### config.mk
export PLATFORM = sky130hd
export DESIGN_NAME = onehot_gen
export DESIGN_NICKNAME = d
export VERILOG_FILES = /design/src/rtl/onehot_gen.sv
export SDC_FILE = /design/constraint.sdc
export NUM_CORES = 1
export LEC_CHECK = 0
export ABC_AREA = 1
export CAP_MARGIN = 10
export CORE_MARGIN = 2
export CORE_UTILIZATION = 40
export DETAILED_ROUTE_END_ITERATION = 12
export DONT_BUFFER_PORTS = 1
export PLACE_DENSITY = 0.65
export SKIP_CTS_REPAIR_TIMING = 1
export SLEW_MARGIN = 25
export SYNTH_ARGS = -nofsm -noshare
export SYNTH_HDL_FRONTEND = slang
export SYNTH_SLANG_ARGS = --single-unit
### constraint.sdc
create_clock -name clk_i -period 2.2 [get_ports clk_i]
set_clock_uncertainty 0.2 [all_clocks]
set_input_delay 0.22 -clock clk_i [delete_from_list [all_inputs] [get_ports clk_i]]
set_output_delay 0.22 -clock clk_i [all_outputs]
set_load 0.02 [all_outputs]
### src/rtl/onehot_gen.sv
// onehot_gen -- one-hot / thermometer / walking-bit mask generator.
//
// Accepts a {pos, mode, len} request in IDLE and presents a registered mask
// one cycle later on a valid/ready output channel. ONEHOT (and reserved mode 3)
// and THERMO produce one beat. WALK produces max(len,1) beats. The mask rotates
// left by one bit on each output handshake.
//
// Parameters:
//   WIDTH  mask width in bits (>= 2)
//   CNT_W  width of the walk-length field
// Ports:
//   clk_i        clock, rising edge
//   rst_i        synchronous active-high reset
//   req_valid_i  request valid
//   req_ready_o  request ready (IDLE only, low during reset)
//   req_pos_i    bit position, unsigned
//   req_mode_i   0 ONEHOT, 1 THERMO, 2 WALK, 3 reserved (as ONEHOT)
//   req_len_i    WALK beat count, 0 treated as 1
//   out_valid_o  mask valid
//   out_ready_i  consumer ready
//   out_mask_o   generated mask
//   out_last_o   final beat of the current request
//   err_o        out-of-range flag, qualified by out_valid_o
//
// Build option: define ONEHOT_GEN_OOR_ERR_EN to turn an out-of-range position
// (any mode) into a single zero-mask beat with err_o=1. When the macro is
// undefined, err_o is tied low and out-of-range positions follow shift
// semantics.
module onehot_gen #(
   parameter int unsigned WIDTH = 32,
   parameter int unsigned CNT_W = 8
) (
   input  logic             clk_i,
   input  logic             rst_i,
   input  logic             req_valid_i,
   output logic             req_ready_o,
   input  logic [31:0]      req_pos_i,
   input  logic [1:0]       req_mode_i,
   input  logic [CNT_W-1:0] req_len_i,
   output logic             out_valid_o,
   input  logic             out_ready_i,
   output logic [WIDTH-1:0] out_mask_o,
   output logic             out_last_o,
   output logic             err_o
);

   typedef enum logic [1:0] {
      IDLE = 2'd0,
      HOLD = 2'd1,
      WALK = 2'd2
   } state_t;

   state_t            state, state_next;
   logic [WIDTH-1:0]  mask, mask_next;
   logic [CNT_W-1:0]  cnt, cnt_next;
   logic              ready_q;
   logic [WIDTH-1:0]  onehot_v, thermo_v;
   logic              accept;
`ifdef ONEHOT_GEN_OOR_ERR_EN
   logic              err, err_next;
   logic              oor;
`endif

   // Bitwise compare against pos. This gives shift semantics for free:
   // pos >= WIDTH yields an all-zero one-hot and an all-ones thermometer.
   always_comb begin
      onehot_v = '0;
      thermo_v = '0;
      for (int unsigned i = 0; i < WIDTH; i++) begin
         onehot_v[i] = (req_pos_i == 32'(i));
         thermo_v[i] = (32'(i) <= req_pos_i);
      end
   end

   assign accept = req_valid_i && ready_q;
`ifdef ONEHOT_GEN_OOR_ERR_EN
   assign oor = (req_pos_i >= 32'(WIDTH));
`endif

   always_comb begin
      state_next = state;
      mask_next  = mask;
      cnt_next   = cnt;
`ifdef ONEHOT_GEN_OOR_ERR_EN
      err_next   = err;
`endif
      unique case (state)
         IDLE: begin
            if (accept) begin
`ifdef ONEHOT_GEN_OOR_ERR_EN
               err_next = 1'b0;
               if (oor) begin
                  state_next = HOLD;
                  mask_next  = '0;
                  err_next   = 1'b1;
               end else
`endif
               begin
                  unique case (req_mode_i)
                     2'd1: begin
                        state_next = HOLD;
                        mask_next  = thermo_v;
                     end
                     2'd2: begin
                        state_next = WALK;
                        mask_next  = onehot_v;
                        cnt_next   = (req_len_i == '0) ? CNT_W'(1) : req_len_i;
                     end
                     default: begin
                        state_next = HOLD;
                        mask_next  = onehot_v;
                     end
                  endcase
               end
            end
         end
         HOLD: begin
            if (out_ready_i) begin
               state_next = IDLE;
               mask_next  = '0;
`ifdef ONEHOT_GEN_OOR_ERR_EN
               err_next   = 1'b0;
`endif
            end
         end
         WALK: begin
            if (out_ready_i) begin
               if (cnt == CNT_W'(1)) begin
                  state_next = IDLE;
                  mask_next  = '0;
                  cnt_next   = '0;
`ifdef ONEHOT_GEN_OOR_ERR_EN
                  err_next   = 1'b0;
`endif
               end else begin
                  mask_next = {mask[WIDTH-2:0], mask[WIDTH-1]};
                  cnt_next  = cnt - CNT_W'(1);
               end
            end
         end
         default: state_next = IDLE;
      endcase
   end

   always_ff @(posedge clk_i) begin
      if (rst_i) begin
         state   <= IDLE;
         mask    <= '0;
         cnt     <= '0;
         ready_q <= 1'b0;
`ifdef ONEHOT_GEN_OOR_ERR_EN
         err     <= 1'b0;
`endif
      end else begin
         state   <= state_next;
         mask    <= mask_next;
         cnt     <= cnt_next;
         // Registered ready keeps it low throughout reset and high only in IDLE.
         ready_q <= (state_next == IDLE);
`ifdef ONEHOT_GEN_OOR_ERR_EN
         err     <= err_next;
`endif
      end
   end

   assign req_ready_o = ready_q;
   assign out_valid_o = (state != IDLE);
   assign out_mask_o  = mask;
   assign out_last_o  = (state == HOLD) || ((state == WALK) && (cnt == CNT_W'(1)));
`ifdef ONEHOT_GEN_OOR_ERR_EN
   assign err_o       = err;
`else
   assign err_o       = 1'b0;
`endif

endmodule

Word-level counts from Yosys, hierarchy flattened
Index checks and enable logic that the tools add are counted.

cells by class
  reduce and logical (&&, ||, !) cells = 12
  order comparisons = 32
  equality and inequality tests = 40
  muxes and demuxes = 18
  add/subtract/negate cells = 1

operators by type and width
  cell                                                                              count
  32-bit by 5-bit equality test with 1-bit output, second input constant            16
  5-bit by 32-bit less-or-equal comparator with 1-bit output, first input constant  16
  32-bit by 4-bit equality test with 1-bit output, second input constant            8
  4-bit by 32-bit less-or-equal comparator with 1-bit output, first input constant  8
  32-bit two-way mux                                                                5
  32-bit by 3-bit equality test with 1-bit output, second input constant            4
  3-bit by 32-bit less-or-equal comparator with 1-bit output, first input constant  4
  32-bit case mux with 3 select lines                                               1
  32-bit by 2-bit equality test with 1-bit output, second input constant            2
  1-bit by 32-bit less-or-equal comparator with 1-bit output, first input constant  2
  2-bit by 32-bit less-or-equal comparator with 1-bit output, first input constant  2
  8-bit two-way mux                                                                 5
  32-bit by 1-bit equality test with 1-bit output, second input constant            1
  32-bit logical NOT                                                                1
  8-bit case mux with 2 select lines                                                1
  2-bit two-way mux                                                                 5
  8-bit by 1-bit equality test with 1-bit output, second input constant             1
  8-bit logical NOT                                                                 1
  4-bit AND reduction                                                               2
  8-bit by 1-bit subtractor with 8-bit output, second input constant                1
  2-bit inequality test, second input constant                                      3
  2-bit case mux with 3 select lines                                                1
  2-bit by 1-bit equality test with 1-bit output, second input constant             2
  2-bit equality test, second input constant                                        2
  other kinds (6)                                                                   9

word-level totals
  input port bits = 46
  logic and storage cells = 107
  output and inout port bits = 36
  flip-flop bits (word level) = 43

Longest topological paths before layout
Gate-level depths: netlist of run 1.

  word-level depth = 5
  mapped depth = 11

Worst setup path before layout of run 1
No wires, ideal clock.

  path type = reg2out
  start = register state[0]
  end = output out_last_o
  arrival time = 1501 ps
  path slack = 279 ps
  cell stages (with the launch flop) = 6
  path buffers = 1
  cell sequence = dfxtp_1 > inv_1 > ha_1 > inv_1 > clkbuf_1 > o31ai_1

on the way
  longest elaborated chain between the ends = 3
  elaborated cells between the ends (all ways) = 4
  those cells by class = eq/ne: 2; reduce/logical: 2

RTL lines
  item                    line  source
  start, declared         53    state_t state, state_next;
  start signal, assigned  155   state <= state_next;
  2-bit equality test     169   assign out_last_o = (state == HOLD) || ((state == WALK) && (cnt == CNT_W'(1)));
  1-bit logical AND       169
  1-bit logical OR *      169
  end, declared           43    output logic out_last_o,

Every way passes the cells marked *; elsewhere a longest branch is shown, timed or not.

Worst setup path after layout of run 1
Ends and elaborated chain as after synthesis.

==> out/results.ini, run 1 <==
[synthesis]
synth_top_area_frac=0.231
syn_inst=642
yosysSeqAreaShare=0.231
netlist_area_um2=3720
synth_top_cell_by_area=dfxtp_1
synth-edff-count=0
async_flop_share=0
synthTopCellsByArea=dfxtp_1 23%, nand2_1 21%, nor2_1 8.1%, inv_1 7.2%, a21oi_2 6.1%
syn_area_per_cell_um2=5.80
yosysUniqueCellTypes=36
yosys_warnings=0
syn_nets=695
synth_ff_type=dfxtp_1
ys_ff_latch=43

[clock_tree]
htree_num_levels=2
cts_tree=built
cts_buffers=5
clk_latency_ps=300
cts_buffer_depth=2
cts_root_buffer=clkbuf_8
cts_sinks=43
clk_pin_slew_ps=80

[power]
p_leak_nw=1.73
power-per-cell-area_nw_per_um2=632
ir_worst_vdd_mv=0.389
total_power_w=0.00248

[timing]
max_freq_ghz=0.481
rsz0062_at_grt=no
fin_crit_sh=0.945
finalCriticalPeriod_ps=2080
setup_violations=0
tns_ps=0
fin_hold_ws_ps=-5.24
hold_viol=1
final_max_slew_viol_count=0

[setup_path]
start_kind=register
crit_chain=inv_1 -> ha_4 -> inv_1 -> buf_4 -> o31ai_1 -> buf_4
crit_fanout=10
worstSetupPathType=register to output pin
cp.required_ps=1780
max_stage_delay_ps=350
crit_path_top_delay_cell=dfxtp_1
endpoint_kind=output pin
arrival_ps=1660

[grt]
grt_use_total=0.206
grt_pass1_vias=3778
grt_pass1_wl_mm=17.1
antenna_found_initial=0
grt_overflow=0
grt_max_degree=65

[outcome]
violations=hold timing
outcome=finished, violations left

[placed_design]
hpwl_mm=7.83
place_congestion=0.918
dpl-instance-area_um2=3740
io_buffers=0

[final_layout]
num-fill-cells=1015
area_growth_pct=5.38
final_common_cell=nand2_1
layout_common_cells=209 x nand2_1, 80 x nor2_1, 71 x inv_1
fin_util=0.429
layout.nets=687
n_antenna_cell=0
drive_gt1_frac=0.0994
fin_area_um2=3920

[job]
cap_violations=0

[drt]
drc_errors=0
vias_per_cell=5.25
drtIter0Drc=161
drtAntennaViolNets=0
drt-wirelength-per-cell_um=14.0
wirelength_mm=10.4
drtPass1Iterations=5
vias=3910

[die]
die_w_um=100
coreArea_um2=9150
die_height_um=100
die_area_um2=10100
start_util=0.407
rows=35
io_pins=82

[worst_hold_path]
hold_class=input pin to register

## per-layer routing
layer / vias up / wire [um] / track usage
met2: 92 / 4940 / 0.361
met1: 1778 / 4740 / 0.251
met3: 19 / 530 / 0.0444
met4: 0 / 208 / 0.0643
li1: 2021 / - / -
met5: - / 0 / 0
## worst max-delay path, delay by kind of cell (launching register included)
family          cells  cell delay (ps)
compound gates      1              250
fa+ha+maj           1              190
buf+inv             4              570
flops               1              350
## logic make-up (layout without fill, tap and decap cells)
group	Yosys count	after routing	share of synthesized area
DFF	43	43	0.231
AOI/OAI and AO/OA	120	120	0.194
and+or+nand+nor	363	364	0.415
adders and majority gates	7	7	0.0235
other	1	1	0.00101
buffers and inverters	106	97	0.131
xor gates and xnor gates	2	2	0.00471
## flip-flops by register name, summed over array words and instances (netlist names)
name / count
out_mask_o: 32
cnt: 8
state: 2
req_ready_o: 1
## final timing paths
| check | startpoint | end | slack (ps) | depth (start not counted) |
|---|---|---|---|---|
| worst max-delay path | state[0] | out_last_o | 120 | 6 |
| worst min-delay path | req_len_i[0] | cnt[0] | -5 | 2 |
| worst max register to register | state[0] | out_mask_o[31] | 180 | 9 |
| worst min register to register | cnt[1] | cnt[1] | 320 | 2 |
## area by class of cell
| type | instances | area, um^2 | share of cell area |
|---|---|---|---|
| clock buffers | 6 | 72.6 | 0.0185 |
| clock inverters | 1 | 30.0 | 0.00766 |
| inverters | 75 | 282 | 0.0718 |
| multi-input cells | 494 | 2400 | 0.611 |
| flip-flops and latches | 43 | 861 | 0.219 |
| well taps | 111 | 139 | 0.0354 |
| repair buffers | 15 | 140 | 0.0357 |
## power by group
| group | switching (W) | internal [W] | total, W |
|---|---|---|---|
| Combinational | 0.000459 | 0.000241 | 0.000701 |
| Clock | 0.000279 | 0.000333 | 0.000612 |
| Sequential | 0.000262 | 0.000903 | 0.00116 |
## through the flow
step	hold WS [ps]	cells	worst slack (ps)
after floorplan	92.4	642	279
after global placement	104	731	155
after detailed placement	102	731	99.3
after CTS	-220	738	25.2
after global routing	3.88	745	15.4
final	-5.24	745	121
## cells in the mapped netlist (all sizes together) (2+ instances only)
cell,instances
ha,7
buf,26
nand3,26
nand4,19
and2,3
dfxtp,43
clkbuf,5
nor2,90
a21oi,52
nand2,211
o21ai,63
inv,74
nor4,2
nor3,9
or2,2
(Power assumes the default switching activity.)
==> run 2: changes to the inputs <==
Settings changed: GPL_ROUTABILITY_DRIVEN from default to 1, HOLD_SLACK_MARGIN from default to 0.05.
==> out/results.ini, run 2 (synthesis results as in run 1) <==
[final_layout]
regArea_um2=861  ; unchanged
num-fill-cells=1013  ; was 1015
layout_common_cells=209 x nand2_1, 80 x nor2_1, 71 x inv_1  ; unchanged
final_common_cell=nand2_1  ; unchanged
largest_reg_flops=32  ; unchanged
multi_input_area_um2=2400  ; unchanged
n_antenna_cell=0  ; unchanged
layoutNonFillerInstCount=747  ; was 745
area_growth_pct=5.92  ; was 5.38%
layout.nets=689  ; was 687
drive_gt1_frac=0.0991  ; was 0.0994
fin_area_um2=3940  ; was 3920 um^2

[drt]
wl_met1_mm=4.72  ; was 4.74 mm
drtAntennaViolNets=0  ; unchanged
drt-wirelength-per-cell_um=13.9  ; was 14.0 um
drtPass1Iterations=4  ; was 5
wl_met3_um=528  ; was 530 um
top_layer=met4  ; unchanged
wirelength_mm=10.4  ; about the same
vias=3905  ; was 3910
met2_length_mm=4.92  ; was 4.94 mm
drc_errors=0  ; unchanged
vias_per_cell=5.23  ; was 5.25
drtIter0Drc=169  ; was 161

[die]
start_util=0.407  ; unchanged
coreArea_um2=9150  ; unchanged
rows=35  ; unchanged
die_area_um2=10100  ; unchanged
io_pins=82  ; unchanged
die_height_um=100  ; unchanged
die_w_um=100  ; unchanged

[placed_design]
io_buffers=0  ; unchanged
place_congestion=0.918  ; unchanged
dpl-instance-area_um2=3740  ; unchanged
place_inst=731  ; unchanged
hpwl_mm=7.83  ; unchanged

[clock_tree]
htree_num_levels=2  ; unchanged
clk_pin_slew_ps=80  ; about the same
cts_buffers=5  ; unchanged
cts_root_buffer=clkbuf_8  ; unchanged
cts_tree=built  ; unchanged
clk_latency_ps=300  ; about the same
cts_buffer_depth=2  ; unchanged
cts_sinks=43  ; unchanged

[setup_path]
critical-path-top-delay-family=buffers and inverters  ; unchanged
endpoint_kind=output pin  ; unchanged
reg2reg_depth=9  ; unchanged
r2r_start=state[0]  ; unchanged
worstSetupPathType=register to output pin  ; unchanged
crit_path_top_delay_cell=dfxtp_1  ; unchanged
crit_chain=inv_1 -> ha_4 -> inv_1 -> buf_4 -> o31ai_1 -> buf_4  ; unchanged
cp_num_buf_inv=4  ; unchanged
rrSetupSlack_ps=180  ; about the same
crit_fanout=10  ; unchanged
reg2reg_to=out_mask_o[31]  ; unchanged
arrival_ps=1660  ; about the same
cp.required_ps=1780  ; about the same
max_stage_delay_ps=350  ; about the same
start_kind=register  ; unchanged

[job]
cap_violations=0  ; unchanged

[power]
clkPwrFrac=0.247  ; about the same
p_switching_w=0.000999  ; was 0.00100 W
swShare=0.403  ; was 0.404
p_comb_frac=0.284  ; was 0.283
p_int_w=0.00148  ; about the same
ir_worst_vdd_mv=0.388  ; was 0.389 mV
power-per-cell-area_nw_per_um2=629  ; was 632 nW/um^2
p_seq_frac=0.470  ; about the same
p_leak_nw=1.74  ; was 1.73 nW

[timing]
max_freq_ghz=0.481  ; about the same
final_max_slew_viol_count=0  ; unchanged
rsz0062_at_grt=no  ; unchanged
hold_viol=0  ; was 1
tns_ps=0  ; unchanged
finalCriticalPeriod_ps=2080  ; about the same
fin_crit_sh=0.946  ; was 0.945
setup_violations=0  ; unchanged

[worst_hold_path]
hold_start=req_pos_i[8]  ; was req_len_i[0]
hold_class=input pin to register  ; unchanged
hold_path_depth=5  ; was 2
worstHoldEndpoint=out_mask_o[17]  ; was cnt[0]

[grt]
grt_max_degree=65  ; unchanged
grt_overflow=0  ; unchanged
grt_pass1_vias=3778  ; unchanged
antenna_found_initial=0  ; unchanged
grt_pass1_wl_mm=17.1  ; unchanged
grt_use_total=0.206  ; unchanged

[outcome]
outcome=complete, no violations  ; was finished, violations left

[run 2: per-layer routing]
layer | vias to the layer above | global-route usage
met5 | - | 0
met4 | 0 | 0.0643
met3 | 19 | 0.0444
met2 | 90 | 0.361
met1 | 1769 | 0.251
li1 | 2027 | -
[run 2: through the flow]
step / hold slack (ps) / total power [W] / setup WS (ps) / utilization
2_1_floorplan: 92.4 / 0.00172 / 279 / -
3_3_place_gp: 104 / 0.00185 / 155 / 0.408
3_5_place_dp: 102 / 0.00187 / 99.3 / 0.408
4_1_cts: -220 / 0.00248 / 25.2 / 0.419
5_1_grt: 67.4 / 0.00265 / 15.4 / 0.431
6_report: 22.9 / 0.00248 / 119 / 0.431
[run 2: worst max path at each step]
stage	from	endpoint	slack, ps	depth (start not counted)
3_3_place_gp	state[0]	out_mask_o[31]	150	11
6_report	state[0]	out_last_o	120	6
2_1_floorplan	state[0]	out_last_o	280	5
4_1_cts	state[0]	out_last_o	30	6
5_1_grt	state[0]	out_last_o	20	6
3_5_place_dp	state[0]	out_mask_o[31]	100	11
[run 2: worst min-delay path, delay by kind of cell]
family             cells  cell delay [ps]
AOI/OAI and AO/OA      1               50
and+or+nand+nor        4              220
[run 2: power by group through the flow]
| stage | sequential, W | combinational [W] | clock, W |
|---|---|---|---|
| global route | 0.00118 | 0.000808 | 0.000662 |
| floorplan | 0.00113 | 0.000586 | 0 |
| finish | 0.00116 | 0.000703 | 0.000612 |
| global placement | 0.00118 | 0.000667 | 0 |
| detailed placement | 0.00118 | 0.000687 | 0 |
| CTS | 0.00117 | 0.000689 | 0.000623 |
[run 2: layout make-up]
| type | instances | share of cell area |
|---|---|---|
| inverter | 75 | 0.0714 |
| clock inverter | 1 | 0.00762 |
| tap | 111 | 0.0352 |
| timing repair buffer | 17 | 0.0406 |
| clock buffer | 6 | 0.0184 |
| sequential | 43 | 0.218 |
| multi-input combinational | 494 | 0.608 |
